**config.mk**
```make
export PLATFORM = sky130hd
export DESIGN_NAME = buffer_access_arbiter
export DESIGN_NICKNAME = d
export VERILOG_FILES = /design/src/rtl/gba_io_arb_pkg.sv /design/src/rtl/arb_sat_counter.sv /design/src/rtl/buffer_access_arbiter.sv
export SDC_FILE = /design/constraint.sdc
export NUM_CORES = 1
export LEC_CHECK = 0
export CORE_MARGIN = 4
export CORE_UTILIZATION = 39
export CTS_CLUSTER_SIZE = 12
export DETAILED_ROUTE_END_ITERATION = 8
export PLACE_DENSITY = 0.76
export SYNTH_ARGS = -nofsm -noshare
export SYNTH_HDL_FRONTEND = slang
export SYNTH_SLANG_ARGS = --single-unit
```
**constraint.sdc**
```tcl
create_clock -name clk -period 1.7 [get_ports clk]
set_clock_uncertainty 0.2 [all_clocks]
set_input_delay 0.34 -clock clk [delete_from_list [all_inputs] [get_ports clk]]
set_output_delay 0.34 -clock clk [all_outputs]
set_load 0.01 [all_outputs]
```
**src/rtl/gba_io_arb_pkg.sv**
```systemverilog
`default_nettype none
// ============================================================================
// Module      : gba_io_arb_pkg
// Description : Shared types and default constants for the frame-buffer
//               access arbiter (cart bus vs. USB host bridge).
// Revision    : 1.0 - initial release
// ============================================================================
package gba_io_arb_pkg;

   // Default configuration constants
   localparam int ARB_ADDR_W           = 26;
   localparam int ARB_USB_MAX_BURST    = 64;
   localparam int ARB_USB_STARVE_LIMIT = 16;
   localparam int ARB_TURNAROUND       = 1;

   // Arbiter FSM states
   typedef enum logic [1:0] {
      ST_IDLE = 2'd0,
      ST_CART = 2'd1,
      ST_USB  = 2'd2,
      ST_TURN = 2'd3
   } arb_state_e;

   // Source of the beat accepted in the current cycle
   typedef enum logic [1:0] {
      OWN_NONE = 2'd0,
      OWN_CART = 2'd1,
      OWN_USB  = 2'd2
   } arb_owner_e;

endpackage
`default_nettype wire

```
**src/rtl/arb_sat_counter.sv**
```systemverilog
`default_nettype none
// ============================================================================
// Module      : arb_sat_counter
// Description : Up-counter with synchronous clear and enable that sticks at
//               MAX instead of wrapping.
// Revision    : 1.0 - initial release
// ============================================================================
module arb_sat_counter #(
   parameter int               WIDTH = 8,
   parameter logic [WIDTH-1:0] MAX   = '1
) (
   input  logic             clk,
   input  logic             rst_n,
   input  logic             clr,
   input  logic             en,
   output logic [WIDTH-1:0] count
);

   // Clear has priority over counting; counting stops at MAX
   always_ff @(posedge clk or negedge rst_n) begin
      if (!rst_n) begin
         count <= '0;
      end else if (clr) begin
         count <= '0;
      end else if (en && (count != MAX)) begin
         count <= count + 1'b1;
      end
   end

endmodule
`default_nettype wire

```
**src/rtl/buffer_access_arbiter.sv**
```systemverilog
`default_nettype none
// ============================================================================
// Module      : buffer_access_arbiter
// Description : Grants the shared frame-buffer translator port to either the
//               cart bus or the USB bridge, one owner at a time, with a USB
//               burst cap, cart preemption of USB and a USB starvation guard.
//               Optional statistics outputs: BUFFER_ACCESS_ARBITER_STATS_EN.
// Revision    : 1.0 - initial release
// ============================================================================
module buffer_access_arbiter
   import gba_io_arb_pkg::*;
#(
   parameter int ADDR_W           = ARB_ADDR_W,
   parameter int USB_MAX_BURST    = ARB_USB_MAX_BURST,
   parameter int USB_STARVE_LIMIT = ARB_USB_STARVE_LIMIT,
   parameter int TURNAROUND       = ARB_TURNAROUND
) (
   input  logic              clk,
   input  logic              rst_n,
   input  logic              cart_req,
   input  logic [ADDR_W-1:0] cart_addr,
   input  logic              cart_last,
   output logic              cart_gnt,
   input  logic              usb_req,
   input  logic [ADDR_W-1:0] usb_addr,
   input  logic              usb_last,
   output logic              usb_gnt,
   output logic              from_cart,
   output logic              from_usb,
   output logic [ADDR_W-1:0] cart_usb_addr,
   output logic              busy
`ifdef BUFFER_ACCESS_ARBITER_STATS_EN
   ,
   output logic [31:0]       cart_beats,
   output logic [31:0]       usb_beats,
   output logic [15:0]       preempt_cnt
`endif
);

   localparam int BW = $clog2(USB_MAX_BURST + 1);
   localparam int SW = $clog2(USB_STARVE_LIMIT + 1);
   localparam logic [BW-1:0] BEAT_LAST   = BW'(USB_MAX_BURST - 1);
   localparam logic [SW-1:0] STARVE_FULL = SW'(USB_STARVE_LIMIT);
   localparam logic [2:0]    TURN_LAST   = 3'(TURNAROUND - 1);

   arb_state_e  state;
   arb_state_e  state_nxt;
   arb_owner_e  acc_owner;
   logic [BW-1:0] beat_cnt;
   logic [SW-1:0] starve_cnt;
   logic [2:0]  turn_cnt;
   logic        starve_pri;
   logic        cart_acc;
   logic        usb_acc;
   logic        starve_hit;
   logic        usb_enter;
   logic        preempt;
   logic        usb_done;

   assign cart_gnt   = (state == ST_CART);
   assign usb_gnt    = (state == ST_USB);
   assign busy       = (state != ST_IDLE);
   assign cart_acc   = cart_req && cart_gnt;
   assign usb_acc    = usb_req && usb_gnt;
   assign starve_hit = (starve_cnt == STARVE_FULL);
   assign usb_enter  = (state == ST_IDLE) && (state_nxt == ST_USB);
   assign preempt    = usb_gnt && cart_req && !starve_pri;
   // The cap check looks at the pre-increment count, so the burst ends on
   // the edge that accepts beat number USB_MAX_BURST
   assign usb_done   = usb_acc && (usb_last || (beat_cnt == BEAT_LAST));

   // Next-state selection; a starved USB outranks cart only in IDLE
   always_comb begin
      state_nxt = state;
      case (state)
         ST_IDLE: begin
            if (usb_req && starve_hit) state_nxt = ST_USB;
            else if (cart_req)         state_nxt = ST_CART;
            else if (usb_req)          state_nxt = ST_USB;
         end
         ST_CART: if (cart_acc && cart_last)  state_nxt = ST_TURN;
         ST_USB:  if (usb_done || preempt)    state_nxt = ST_TURN;
         ST_TURN: if (turn_cnt == TURN_LAST)  state_nxt = ST_IDLE;
         default: state_nxt = ST_IDLE;
      endcase
   end

   // Identify which requester (if any) hands over a beat this cycle
   always_comb begin
      acc_owner = OWN_NONE;
      if (cart_acc)     acc_owner = OWN_CART;
      else if (usb_acc) acc_owner = OWN_USB;
   end

   // State, turnaround timer and starvation-priority latch
   always_ff @(posedge clk or negedge rst_n) begin
      if (!rst_n) begin
         state      <= ST_IDLE;
         turn_cnt   <= 3'd0;
         starve_pri <= 1'b0;
      end else begin
         state    <= state_nxt;
         turn_cnt <= ((state == ST_TURN) && (state_nxt == ST_TURN)) ? turn_cnt + 3'd1 : 3'd0;
         if (usb_enter) begin
            starve_pri <= starve_hit;
         end
      end
   end

   // Registered translator strobes; address holds between strobes
   always_ff @(posedge clk or negedge rst_n) begin
      if (!rst_n) begin
         from_cart     <= 1'b0;
         from_usb      <= 1'b0;
         cart_usb_addr <= '0;
      end else begin
         from_cart <= (acc_owner == OWN_CART);
         from_usb  <= (acc_owner == OWN_USB);
         case (acc_owner)
            OWN_CART: cart_usb_addr <= cart_addr;
            OWN_USB:  cart_usb_addr <= usb_addr;
            default:  cart_usb_addr <= cart_usb_addr;
         endcase
      end
   end

   arb_sat_counter #(
      .WIDTH (BW),
      .MAX   (BW'(USB_MAX_BURST))
   ) u_beat_cnt (
      .clk   (clk),
      .rst_n (rst_n),
      .clr   (usb_enter),
      .en    (usb_acc),
      .count (beat_cnt)
   );

   arb_sat_counter #(
      .WIDTH (SW),
      .MAX   (STARVE_FULL)
   ) u_starve_cnt (
      .clk   (clk),
      .rst_n (rst_n),
      .clr   (usb_enter),
      .en    (usb_req && !usb_gnt),
      .count (starve_cnt)
   );

`ifdef BUFFER_ACCESS_ARBITER_STATS_EN
   arb_sat_counter #(.WIDTH(32)) u_cart_beats (
      .clk (clk), .rst_n (rst_n), .clr (1'b0), .en (cart_acc), .count (cart_beats)
   );

   arb_sat_counter #(.WIDTH(32)) u_usb_beats (
      .clk (clk), .rst_n (rst_n), .clr (1'b0), .en (usb_acc), .count (usb_beats)
   );

   // A burst that was ending anyway is not counted as preempted
   arb_sat_counter #(.WIDTH(16)) u_preempt_cnt (
      .clk (clk), .rst_n (rst_n), .clr (1'b0), .en (preempt && !usb_done), .count (preempt_cnt)
   );
`endif

endmodule
`default_nettype wire

```
==> results of run 1 <==
-- flip-flops by register name (all words and copies together), names as in the netlist --
name,cells
cart_usb_addr,26
u_beat_cnt.count,7
u_starve_cnt.count,5
turn_cnt,3
state,2
from_cart,1
from_usb,1
starve_pri,1
-- per-stage QoR --
stage	worst slack, ns	area (µm²)	util	instances	TNS, ns
detailed placement	-0.210	3340	0.600	414	-6.26
global placement	-0.163	3340	0.600	414	-4.52
CTS	-0.0125	3480	0.624	430	-0.0125
finish	0.00813	3650	0.655	438	0
floorplan	0.00419	2260	-	247	0
global route	-0.0690	3650	0.655	438	-0.181
-- path summary, 6_finish.rpt --
check,from,to,slack [ns],depth (start not counted)
max in group asynchronous,rst_n,state[1],0.55,3
min,turn_cnt[0],turn_cnt[0],0.27,1
min reg2reg,turn_cnt[0],turn_cnt[0],0.27,1
max reg2reg,u_starve_cnt.count[1],starve_pri,0.008,6
max,u_starve_cnt.count[1],starve_pri,0.008,6
min in group asynchronous,rst_n,cart_usb_addr[3],0.28,2
-- logic make-up after synthesis --
family          synth area share
flops                      0.510
xor+xnor                  0.0427
buf+inv                   0.0499
simple gates               0.252
mux                       0.0139
compound gates            0.0981
fa+ha+maj                 0.0333
-- layout by cell type, fill, tap and decap left out, types with 4 or more instances in the layout --
| cell type | n |
|---|---|
| sky130_fd_sc_hd__clkdlybuf4s50_1 | 56 |
| sky130_fd_sc_hd__nand2_1 | 55 |
| sky130_fd_sc_hd__dfrtp_1 | 45 |
| sky130_fd_sc_hd__nor2_1 | 42 |
| sky130_fd_sc_hd__dlygate4sd2_1 | 28 |
| sky130_fd_sc_hd__a31oi_1 | 25 |
| sky130_fd_sc_hd__buf_4 | 22 |
| sky130_fd_sc_hd__inv_1 | 10 |
| sky130_fd_sc_hd__xnor2_1 | 6 |
| sky130_fd_sc_hd__clkbuf_8 | 6 |
| sky130_fd_sc_hd__buf_6 | 6 |
| sky130_fd_sc_hd__nand3_1 | 5 |
| sky130_fd_sc_hd__xor2_1 | 5 |
| sky130_fd_sc_hd__ha_1 | 5 |
| sky130_fd_sc_hd__nand4_1 | 4 |
-- worst reg2reg max path, cell delays in order, from the launching register on --
cell	delay, ns
sky130_fd_sc_hd__dfrtp_1	0.39
sky130_fd_sc_hd__inv_2	0.08
sky130_fd_sc_hd__ha_4	0.13
sky130_fd_sc_hd__and4bb_2	0.26
sky130_fd_sc_hd__o21ai_2	0.08
sky130_fd_sc_hd__nor2_4	0.13
sky130_fd_sc_hd__mux2_4	0.31
-- routing by layer --
metal | routed length [µm] | part of all wire | global-route usage
met1 | 2660 | 0.42 | 0.211
met5 | 0 | 0 | 0
met3 | 364 | 0.058 | 0.0405
met2 | 3140 | 0.50 | 0.308
met4 | 165 | 0.026 | 0.0673
-- power by group through the flow --
stage / registers (µW) / logic [µW] / clock network (µW)
after CTS: 1800 / 2560 / 694
after floorplan: 1980 / 1090 / 0
after detailed placement: 1840 / 2640 / 0
final: 1800 / 2800 / 675
after global routing: 1870 / 3090 / 755
after global placement: 1830 / 2560 / 0
-- layout make-up --
class | count | area [µm²]
fill | 458 | 1920
multi-input combinational | 176 | 1060
clock buffer | 7 | 86.3
timing repair buffer | 123 | 1200
clock inverter | 1 | 5.00
sequential | 46 | 1150
tap | 72 | 90.1
inverter | 13 | 56.3
-- synth_stat cells (2+ instances only) --
| cell type | number |
|---|---|
| sky130_fd_sc_hd__nand2_1 | 56 |
| sky130_fd_sc_hd__nand4_1 | 4 |
| sky130_fd_sc_hd__ha_1 | 6 |
| sky130_fd_sc_hd__a31oi_1 | 26 |
| sky130_fd_sc_hd__and2_1 | 2 |
| sky130_fd_sc_hd__buf_2 | 9 |
| sky130_fd_sc_hd__clkbuf_1 | 2 |
| sky130_fd_sc_hd__nand3b_4 | 2 |
| sky130_fd_sc_hd__nor2_1 | 44 |
| sky130_fd_sc_hd__mux2i_1 | 2 |
| sky130_fd_sc_hd__dfrtp_1 | 46 |
| sky130_fd_sc_hd__xnor2_1 | 6 |
| sky130_fd_sc_hd__inv_1 | 12 |
| sky130_fd_sc_hd__xor2_1 | 5 |
| sky130_fd_sc_hd__nand2b_1 | 2 |
| sky130_fd_sc_hd__nand3_1 | 5 |
-- what timing repair did --
| action | 4_1_cts | 5_1_grt |
|---|---|---|
| endpoints found under the setup margin | 32 | 43 |
| gates resized for setup | 45 | 18 |
| hold buffers | 1 | 0 |
| hold endpoints to repair | 11 | 0 |
| cloned | 0 | 4 |
| buffers inserted | 7 | 6 |
| pin swaps | 3 | 7 |
==> metrics.log, run 1 <==
[metrics] count of nets after finishing: 429
[metrics] summed instance area of the synthesized netlist: 2260 µm²
[metrics] cell class contributing the biggest share of worst-path delay: flip-flops
[metrics] fraction of registers with async set/reset: 1.00
[metrics] gate count of the mapped netlist: 247
[metrics] Starting DRT DRC Count: 59
[metrics] maximum ir drop on the vdd rail: 0.645 mV
[metrics] Die Footprint: 7070 µm²
[metrics] cell types with the largest area share after synthesis: sky130_fd_sc_hd__dfrtp_1, sky130_fd_sc_hd__nand2_1, sky130_fd_sc_hd__nor2_1, sky130_fd_sc_hd__a31oi_1, sky130_fd_sc_hd__ha_1
[metrics] clock transition at the registers of the reported paths: 0.09 ns
[metrics] effective utilization at floorplan: 0.405
[metrics] part of the total power dissipated in the clock network: 0.128
[metrics] worst endpoint required time: 1.68 ns
[metrics] CTS Root Cell: sky130_fd_sc_hd__clkbuf_8
[metrics] number of nets with antenna violations after detailed routing: 0
[metrics] cells traversed along the worst timing path: inv_2, ha_4, and4bb_2, o21ai_2, nor2_4, mux2_4
[metrics] post-synthesis average cell area: 9.14 µm²
[metrics] share of power burned in registers: 0.342
[metrics] final number of hold-violating endpoints: 0
[metrics] routed length per instance: 14.4 µm
[metrics] P per Cell Area: 1450 nW/µm²
[metrics] number of global-route vias before repair: 2275
[metrics] result of the run: completed
[metrics] I/O Pins: 89
[metrics] power spent charging and discharging nets: 1920 µW
[metrics] most common flop cell mapped by yosys: sky130_fd_sc_hd__dfrtp_1
[metrics] kind of end point of the critical path: flop
[metrics] wire length of the first global-routing pass: 10300 µm
[metrics] RSZ-0062 raised after global routing: true
[metrics] share of Yosys cell area claimed by the top area cell type: 0.510
[metrics] Yosys reg bits: 46
[metrics] slew at the pin closest to its max-slew limit: 0.318 ns
[metrics] CTS tree: built
[metrics] Pre-Repair DR Iteration Count: 4
[metrics] GR Util All Layers: 0.177
[metrics] Worst Path Max Fanout: 3
[metrics] number of antenna cells inserted: 0
[metrics] drt total wl: 6330 µm
[metrics] Hold Path Class: reg2reg
[metrics] number of enable flip-flop cells after synthesis: 0
[metrics] detailed-route vias per instance: 4.98
[metrics] Crit path arrival time: 1.67 ns
[metrics] number of warnings reported in the yosys synthesis log: 0
[metrics] Highest Clock Rate: 0.591 GHz
[metrics] setup-violating endpoint count in the final report: 0
[metrics] maximum number of pins on one net before global-route repair: 36
[metrics] overflow left after global routing: 0
[metrics] width of the die: 84.1 µm
[metrics] number of buffer and inverter stages on the critical path: 1
[metrics] number of rows created at floorplan: 27
[metrics] max incr delay on CP: 0.39 ns
[metrics] Max H-tree Level: 2
[metrics] Placeable Area: 5570 µm²
[metrics] cell with the largest stage delay on the worst path: sky130_fd_sc_hd__dfrtp_1
[metrics] startpoint-to-endpoint class of the critical path: reg2reg
[metrics] half-perimeter wire length after detailed placement: 4450 µm
[metrics] Overall Power: 5280 µW
[metrics] Worst Hold Margin: 0.269 ns
[metrics] portion of total power attributed to combinational logic: 0.531
[metrics] share of the yosys chip area belonging to registers: 0.510
[metrics] switching power share of the total: 0.363
[metrics] fraction of final layout cells sized beyond drive strength 1: 0.175
[metrics] Max Slew Vio Count: 0
[metrics] Clock Path Buffers: 2
[metrics] fraction of the cycle the final worst path needs: 0.995
[metrics] startpoint types: flop
[metrics] total nets after synthesis: 311
[metrics] leakage power: 0.00171 µW
[metrics] routed via count: 2180
[metrics] synthesis-to-finish area growth: 61.7%
[metrics] count of different cell masters after synthesis: 34
[metrics] Num CTS Buffers: 5
[metrics] Port Buffers: 88
[metrics] Final Critical Period: 1.69 ns
[metrics] post-synth top area cell: sky130_fd_sc_hd__dfrtp_1
[metrics] cell-internal power: 3360 µW
[metrics] Clk Latency, worst-skew pair: 0.29 ns
[metrics] Vert. Die Dim: 84.1 µm
[metrics] weighted congestion at the end of routability-driven global placement: 0.771
[metrics] normalized max-slew margin: 0.787
[metrics] clock sinks: 46
[metrics] post-route DRC violation count: 0
[metrics] antenna violations before repair: 0
[metrics] number of max-cap violations: 0
No activity file was read; power rests on OpenSTA's default activity.
==> run 2, diff against run 1 <==
ABC_CLOCK_PERIOD_IN_PS = 1700   (was unset)
CORE_UTILIZATION = 40   (was 39)
CTS_CLUSTER_SIZE = 25   (was 12)
SYNTH_HIERARCHICAL = 1   (was unset)
==> metrics.log, run 2 <==
[metrics] leading cell types in the layout, fill and taps excluded: sky130_fd_sc_hd__clkdlybuf4s50_1, sky130_fd_sc_hd__dfrtp_1, sky130_fd_sc_hd__nor2_1
[metrics] kind of end point of the critical path: flop
[metrics] most common flop cell mapped by yosys: sky130_fd_sc_hd__dfrtp_1
[metrics] GR Util met2: 0.311 (+0.00299)
[metrics] startpoint types: flop
[metrics] drt total wl: 7020 µm (+11%)
[metrics] share of power burned in registers: 0.315 (-0.027)
[metrics] Placeable Area: 5640 µm² (+1.2%)
[metrics] final number of hold-violating endpoints: 0 (unchanged)
[metrics] effective utilization at floorplan: 0.420 (+0.0153)
[metrics] routed length per instance: 16.3 µm (+13%)
[metrics] Num CTS Buffers: 5 (unchanged)
[metrics] number of antenna cells inserted: 0 (unchanged)
[metrics] antenna violations before repair: 0 (unchanged)
[metrics] post-synthesis average cell area: 10.2 µm² (+12%)
[metrics] core utilization of the finished layout: 0.688 (+0.0330)
[metrics] global routing met3 resource utilization: 0.0573 (+0.0168)
[metrics] result of the run: finished, violations left
[metrics] maximum ir drop on the vdd rail: 0.624 mV (-3.3%)
[metrics] switching power share of the total: 0.356 (-0.00700)
[metrics] routed via count: 2218 (+1.7%)
[metrics] Starting DRT DRC Count: 85 (+44%)
[metrics] CTS Root Cell: sky130_fd_sc_hd__clkbuf_8
[metrics] cells traversed along the worst timing path: or4b_4, o21a_4, nor3_4, nor2_1, and3b_1, or4_1
[metrics] Vert. Die Dim: 85.0 µm (+1.1%)
[metrics] number of max-cap violations: 0 (unchanged)
[metrics] Overall Power: 5680 µW (+7.4%)
[metrics] library cell with the highest instance count after synthesis: sky130_fd_sc_hd__dfrtp_1
[metrics] Clk Latency, worst-skew pair: 0.29 ns (about the same)
[metrics] fraction of the cycle the final worst path needs: 1.38 (+0.385)
[metrics] summed instance area of the synthesized netlist: 2370 µm² (+5.0%)
[metrics] Worst Path Max Fanout: 2 (-1)
[metrics] Final Critical Period: 2.35 ns (+0.654 ns)
[metrics] portion of total power attributed to combinational logic: 0.545 (+0.014)
[metrics] met1 Usage GRT: 0.237 (+0.0257)
[metrics] clock transition at the registers of the reported paths: 0.08 ns (about the same)
[metrics] GR Util All Layers: 0.186 (+0.00881)
[metrics] CTS tree: built
[metrics] fraction of registers with async set/reset: 1.00 (unchanged)
[metrics] number of inserted filler cells in the final layout: 393 (-14%)
[metrics] clock sinks: 46 (unchanged)
[metrics] leading registers by flop count: cart_usb_addr: 26 flops, u_beat_cnt/count: 7 flops, u_starve_cnt/count: 5 flops
[metrics] count of nets after finishing: 421 (-1.9%)
[metrics] number of rows created at floorplan: 27 (unchanged)
[metrics] wire length of the first global-routing pass: 10800 µm (+5.4%)
[metrics] gate count of the mapped netlist: 232 (-6.1%)
[metrics] RSZ-0062 raised after global routing: true
[metrics] share of Yosys cell area claimed by the top area cell type: 0.485 (-0.0245)
[metrics] I/O Pins: 89 (unchanged)
[metrics] Max Slew Vio Count: 0 (unchanged)
[metrics] count of different cell masters after synthesis: 43 (+26%)
[metrics] top register by number of flip-flops: cart_usb_addr
[metrics] cell types with the largest area share after synthesis: sky130_fd_sc_hd__dfrtp_1, sky130_fd_sc_hd__mux2i_1, sky130_fd_sc_hd__a21oi_1, sky130_fd_sc_hd__nor2_1, sky130_fd_sc_hd__ha_1
[metrics] max incr delay on CP: 0.55 ns (+0.16 ns)
[metrics] RR Startpoint: u_starve_cnt/count[0]
[metrics] layer carrying the most global-route usage: met2
[metrics] width of the die: 85.0 µm (+1.1%)
[metrics] most frequent cells after synthesis: sky130_fd_sc_hd__dfrtp_1, sky130_fd_sc_hd__nor2_1, sky130_fd_sc_hd__a21oi_1
[metrics] overflow left after global routing: 0 (unchanged)
[metrics] Yosys reg bits: 46 (unchanged)
[metrics] synthesis-to-finish area growth: 63.6%
[metrics] Crit path arrival time: 2.31 ns (+0.64 ns)
[metrics] commonest non-fill, non-tap cell in the layout: sky130_fd_sc_hd__clkdlybuf4s50_1
[metrics] setup-violating endpoint count in the final report: 43 (+43)
[metrics] post-route DRC violation count: 0 (unchanged)
[metrics] Clock Path Buffers: 2 (unchanged)
[metrics] startpoint-to-endpoint class of the critical path: reg2reg
[metrics] launch instance of the worst min-delay path: turn_cnt[0]
[metrics] Max H-tree Level: 2 (unchanged)
[metrics] power spent charging and discharging nets: 2020 µW (+5.3%)
[metrics] fraction of final layout cells sized beyond drive strength 1: 0.207 (+0.0318)
[metrics] number of warnings reported in the yosys synthesis log: 6 (+6)
[metrics] normalized max-slew margin: 0.743 (-0.0437)
[metrics] slew at the pin closest to its max-slew limit: 0.386 ns (+0.0680 ns)
[metrics] post-synth top area cell: sky130_fd_sc_hd__dfrtp_1
[metrics] P per Cell Area: 1460 nW/µm² (+1.0%)
[metrics] maximum number of pins on one net before global-route repair: 55 (+53%)
[metrics] worst endpoint required time: 1.66 ns (-0.02 ns)
[metrics] launching element of the worst setup path: u_starve_cnt/count[0]
[metrics] flip-flop count of the largest register, all copies and words added: 26 (unchanged)
[metrics] half-perimeter wire length after detailed placement: 4680 µm (+5.3%)
[metrics] weighted congestion at the end of routability-driven global placement: 0.796 (+3.2%)
[metrics] number of enable flip-flop cells after synthesis: 0 (unchanged)
[metrics] cell-internal power: 3650 µW (+8.6%)
[metrics] number of global-route vias before repair: 2210 (-2.9%)
[metrics] Die Footprint: 7220 µm² (+2.2%)
[metrics] leakage power: 0.00187 µW (+9.8%)
[metrics] Port Buffers: 88 (unchanged)
[metrics] cell with the largest stage delay on the worst path: sky130_fd_sc_hd__or4b_4
[metrics] part of the total power dissipated in the clock network: 0.140 (+0.012)
[metrics] detailed-route vias per instance: 5.16 (+3.6%)
[metrics] Hold Path Class: reg2reg
[metrics] number of nets with antenna violations after detailed routing: 0 (unchanged)
[metrics] share of the yosys chip area belonging to registers: 0.485 (-0.0245)
[metrics] Pre-Repair DR Iteration Count: 4 (unchanged)
[metrics] Final WS setup: -0.646 ns (-0.654 ns)
[metrics] total nets after synthesis: 296 (-4.8%)
[metrics] Highest Clock Rate: 0.426 GHz (-28%)
[metrics] violated checks: setup timing
-- run 2: final timing paths --
path / endpoint / slack [ns] / depth (start not counted)
max: u_beat_cnt/count[0] / -0.65 / 6
min: turn_cnt[0] / 0.28 / 1
max reg2reg: u_beat_cnt/count[0] / -0.65 / 6
min reg2reg: turn_cnt[0] / 0.28 / 1
max in group asynchronous: turn_cnt[2] / 0.71 / 3
min in group asynchronous: cart_usb_addr[11] / 0.36 / 3
-- run 2: final cells by class --
type	count	area, µm²	area share
repair buffers	131	1290	0.333
multi-input cells	161	1190	0.308
flip-flops and latches	46	1150	0.297
well taps	72	90.1	0.0232
clock buffers	7	76.3	0.0197
inverters	12	45.0	0.0116
clock inverters	1	30.0	0.00774
-- run 2: cells by family (layout without fill, tap and decap cells) --
group           Yosys count  count (layout)  share of synthesized area
xor+xnor                  4               4                     0.0148
compound gates           43              43                      0.110
fa+ha+maj                 6               6                     0.0317
buf+inv                  25             151                     0.0528
simple gates             78              78                      0.176
flops                    46              46                      0.485
mux                      30              30                      0.129
-- run 2: power groups by stage --
| stage | sequential [µW] | combinational, µW | clock [µW] |
|---|---|---|---|
| after floorplan | 1980 | 1250 | 0 |
| after global placement | 1760 | 2780 | 0 |
| after detailed placement | 1790 | 2850 | 0 |
| after CTS | 1760 | 2780 | 809 |
| after global routing | 1850 | 3350 | 857 |
| final | 1790 | 3090 | 794 |
-- run 2: timing repair --
action,in CTS,in global routing
hold buffers,1,0
buffers inserted,2,6
gates resized for setup,49,25
pin swaps,4,22
endpoints found under the setup margin,49,44
hold endpoints to repair,46,0
cloned,2,1
-- run 2: metrics by stage --
step	hold WS (ns)	setup TNS, ns	cell area (µm²)	setup slack, ns	std cells
finish	0.275	-7.34	3880	-0.646	430
global route	0.287	-9.98	3880	-0.727	430
CTS	0.279	-4.60	3700	-0.650	424
detailed placement	0.146	-11.83	3530	-0.650	411
global placement	0.142	-10.63	3530	-0.594	411
floorplan	-0.156	-4.14	2390	-0.759	232
-- run 2: routing by layer --
| layer | up-vias | routed length, µm |
|---|---|---|
| met5 | - | 0 |
| met4 | 0 | 91 |
| met3 | 8 | 556 |
| met2 | 91 | 3340 |
| met1 | 1054 | 3030 |
| li1 | 1065 | - |
-- run 2: critical path, delay by kind of cell (launching register included) --
family | cells | cell delay (ns)
AO/OA/AOI/OAI | 1 | 0.22
flip-flops | 1 | 0.39
AND/OR/NAND/NOR | 5 | 1.42
==> run 3, diff against run 2 <==
RECOVER_POWER = 50   (was unset)
==> metrics.log, run 3 (synthesis gave the netlist of run 2 again) <==
[metrics] routed length per instance: 16.3 µm (-0.24%)
[metrics] fraction of the cycle the final worst path needs: 1.38 (about the same)
[metrics] share of power burned in registers: 0.315 (about the same)
[metrics] Port Buffers: 88 (unchanged)
[metrics] Vert. Die Dim: 85.0 µm (unchanged)
[metrics] Final WS setup: -0.646 ns (+0.000531 ns)
[metrics] RSZ-0062 raised after global routing: true
[metrics] top register by number of flip-flops: cart_usb_addr
[metrics] width of the die: 85.0 µm (unchanged)
[metrics] cell-internal power: 3650 µW (-0.12%)
[metrics] Starting DRT DRC Count: 85 (unchanged)
[metrics] maximum number of pins on one net before global-route repair: 55 (unchanged)
[metrics] number of antenna cells inserted: 0 (unchanged)
[metrics] CTS tree: built
[metrics] GR Util All Layers: 0.186 (unchanged)
[metrics] worst reg2reg path depth: 6 (unchanged)
[metrics] antenna violations before repair: 0 (unchanged)
[metrics] Worst Hold Margin: 0.276 ns (+0.00117 ns)
[metrics] slew at the pin closest to its max-slew limit: 0.633 ns (+0.248 ns)
[metrics] result of the run: finished, violations left
[metrics] flop-to-flop setup slack: -0.65 ns (about the same)
[metrics] number of nets with antenna violations after detailed routing: 0 (unchanged)
[metrics] I/O Pins: 89 (unchanged)
[metrics] Max H-tree Level: 2 (unchanged)
[metrics] startpoint-to-endpoint class of the critical path: reg2reg
[metrics] Final Critical Period: 2.35 ns (-0.000531 ns)
[metrics] number of non-filler instances in the completed layout: 430 (unchanged)
[metrics] Clk Latency, worst-skew pair: 0.29 ns (about the same)
[metrics] Max Slew Vio Count: 0 (unchanged)
[metrics] fraction of final layout cells sized beyond drive strength 1: 0.207 (unchanged)
[metrics] drt total wl: 7000 µm (-0.24%)
[metrics] weighted congestion at the end of routability-driven global placement: 0.796 (unchanged)
[metrics] cells traversed along the worst timing path: or4b_4, o21a_4, nor3_4, nor2_1, and3b_1, or4_1
[metrics] post-route DRC violation count: 0 (unchanged)
[metrics] leading registers by flop count: cart_usb_addr: 26 flops, u_beat_cnt/count: 7 flops, u_starve_cnt/count: 5 flops
[metrics] violated checks: setup timing
[metrics] synthesis-to-finish area growth: 63.1%
[metrics] kind of end point of the critical path: flop
[metrics] max incr delay on CP: 0.55 ns (about the same)
[metrics] switching power share of the total: 0.356 (about the same)
[metrics] leakage power: 0.00187 µW (-0.26%)
[metrics] effective utilization at floorplan: 0.420 (unchanged)
[metrics] P per Cell Area: 1470 nW/µm² (+0.17%)
[metrics] RR Startpoint: u_starve_cnt/count[0]
[metrics] Worst Path Max Fanout: 2 (unchanged)
[metrics] clock sinks: 46 (unchanged)
[metrics] detailed-route vias per instance: 5.14 (-0.27%)
[metrics] power spent charging and discharging nets: 2020 µW (-0.20%)
[metrics] wire length of the first global-routing pass: 10800 µm (unchanged)
[metrics] clock transition at the registers of the reported paths: 0.08 ns (about the same)
[metrics] worst endpoint required time: 1.66 ns (about the same)
[metrics] Clock Path Buffers: 2 (unchanged)
[metrics] number of rows created at floorplan: 27 (unchanged)
[metrics] flip-flop count of the largest register, all copies and words added: 26 (unchanged)
[metrics] overflow left after global routing: 0 (unchanged)
[metrics] Highest Clock Rate: 0.426 GHz (about the same)
[metrics] number of global-route vias before repair: 2210 (unchanged)
[metrics] setup-violating endpoint count in the final report: 43 (unchanged)
[metrics] end of the worst register-to-register path: u_beat_cnt/count[0]
[metrics] cell total after placement: 411 (unchanged)
[metrics] number of cells on the worst hold path: 1 (unchanged)
[metrics] Overall Power: 5670 µW (-0.15%)
[metrics] Pre-Repair DR Iteration Count: 4 (unchanged)
[metrics] count of nets after finishing: 421 (unchanged)
[metrics] leading cell types in the layout, fill and taps excluded: sky130_fd_sc_hd__clkdlybuf4s50_1, sky130_fd_sc_hd__dfrtp_1, sky130_fd_sc_hd__nor2_1
[metrics] worst-case hold path end point: turn_cnt[0]
[metrics] Die Footprint: 7220 µm² (unchanged)
[metrics] Placeable Area: 5640 µm² (unchanged)
[metrics] final number of hold-violating endpoints: 0 (unchanged)
[metrics] startpoint types: flop
[metrics] Crit path arrival time: 2.31 ns (about the same)
[metrics] half-perimeter wire length after detailed placement: 4680 µm (unchanged)
[metrics] number of max-cap violations: 0 (unchanged)
[metrics] part of the total power dissipated in the clock network: 0.140 (about the same)
[metrics] commonest non-fill, non-tap cell in the layout: sky130_fd_sc_hd__clkdlybuf4s50_1
[metrics] Hold Path Class: reg2reg
[metrics] number of inserted filler cells in the final layout: 395 (+0.51%)
[metrics] CTS Root Cell: sky130_fd_sc_hd__clkbuf_8
[metrics] maximum ir drop on the vdd rail: 0.623 mV (-0.17%)
[metrics] cell with the largest stage delay on the worst path: sky130_fd_sc_hd__or4b_4
[metrics] Num CTS Buffers: 5 (unchanged)
[metrics] launch instance of the worst min-delay path: turn_cnt[0]
[metrics] portion of total power attributed to combinational logic: 0.545 (about the same)
[metrics] routed via count: 2212 (-0.27%)
[metrics] normalized max-slew margin: 0.578 (-0.165)
run 3: changes by cell type in the layout (fill, tap and decap cells not counted):
cell | previous run | this run
sky130_fd_sc_hd__buf_12 | 2 | 1
sky130_fd_sc_hd__clkbuf_4 | 0 | 1
run 3: worst max-delay path by stage:
stage,startpoint,end,depth (start not counted)
6_report,u_starve_cnt/count[0],u_beat_cnt/count[0],6
5_1_grt,u_starve_cnt/count[0],u_beat_cnt/count[0],6
4_1_cts,u_starve_cnt/count[0],u_beat_cnt/count[0],6
3_5_place_dp,u_starve_cnt/count[0],u_beat_cnt/count[0],6
3_3_place_gp,u_starve_cnt/count[0],u_beat_cnt/count[0],6
2_1_floorplan,u_starve_cnt/count[0],u_beat_cnt/count[0],6
run 3: layer usage:
| layer | global-route usage | share of wire |
|---|---|---|
| met5 | 0 | 0 |
| met4 | 0.0403 | 0.013 |
| met3 | 0.0573 | 0.080 |
| met2 | 0.311 | 0.48 |
| met1 | 0.237 | 0.42 |
run 3: cell type report:
class                   count  area (µm²)  area share
clock buffers               7        76.3      0.0197
clock inverters             1        30.0     0.00776
inverters                  12        45.0      0.0116
multi-input cells         161        1190       0.309
flip-flops and latches     46        1150       0.298
well taps                  72        90.1      0.0233
repair buffers            131        1280       0.331
run 3: what timing repair did:
action,4_1_cts,5_1_grt
gates resized for setup,49,25
pin swaps,4,22
hold endpoints to repair,46,0
hold buffers,1,0
cloned,2,1
setup buffers,2,6
setup endpoints to repair,49,44
run 3: stage by stage:
stage / instance area, µm² / setup slack, ns / TNS, ns / utilization
2_1_floorplan: 2390 / -0.759 / -4.14 / -
3_3_place_gp: 3530 / -0.594 / -10.63 / 0.626
3_5_place_dp: 3530 / -0.650 / -11.83 / 0.626
4_1_cts: 3700 / -0.650 / -4.60 / 0.656
5_1_grt: 3870 / -0.727 / -9.98 / 0.686
6_report: 3870 / -0.646 / -7.28 / 0.686
run 3: power groups by stage:
| stage | logic [µW] | clock network (µW) | registers, µW |
|---|---|---|---|
| 3_5_place_dp | 2850 | 0 | 1790 |
| 5_1_grt | 3350 | 857 | 1850 |
| 4_1_cts | 2780 | 809 | 1760 |
| 2_1_floorplan | 1250 | 0 | 1980 |
| 3_3_place_gp | 2780 | 0 | 1760 |
| 6_report | 3090 | 792 | 1790 |
run 3: worst max-delay path: cells and delay by family (launching register included):
family	cells	cell delay, ns
AO/OA/AOI/OAI	1	0.22
flip-flops	1	0.39
AND/OR/NAND/NOR	5	1.42
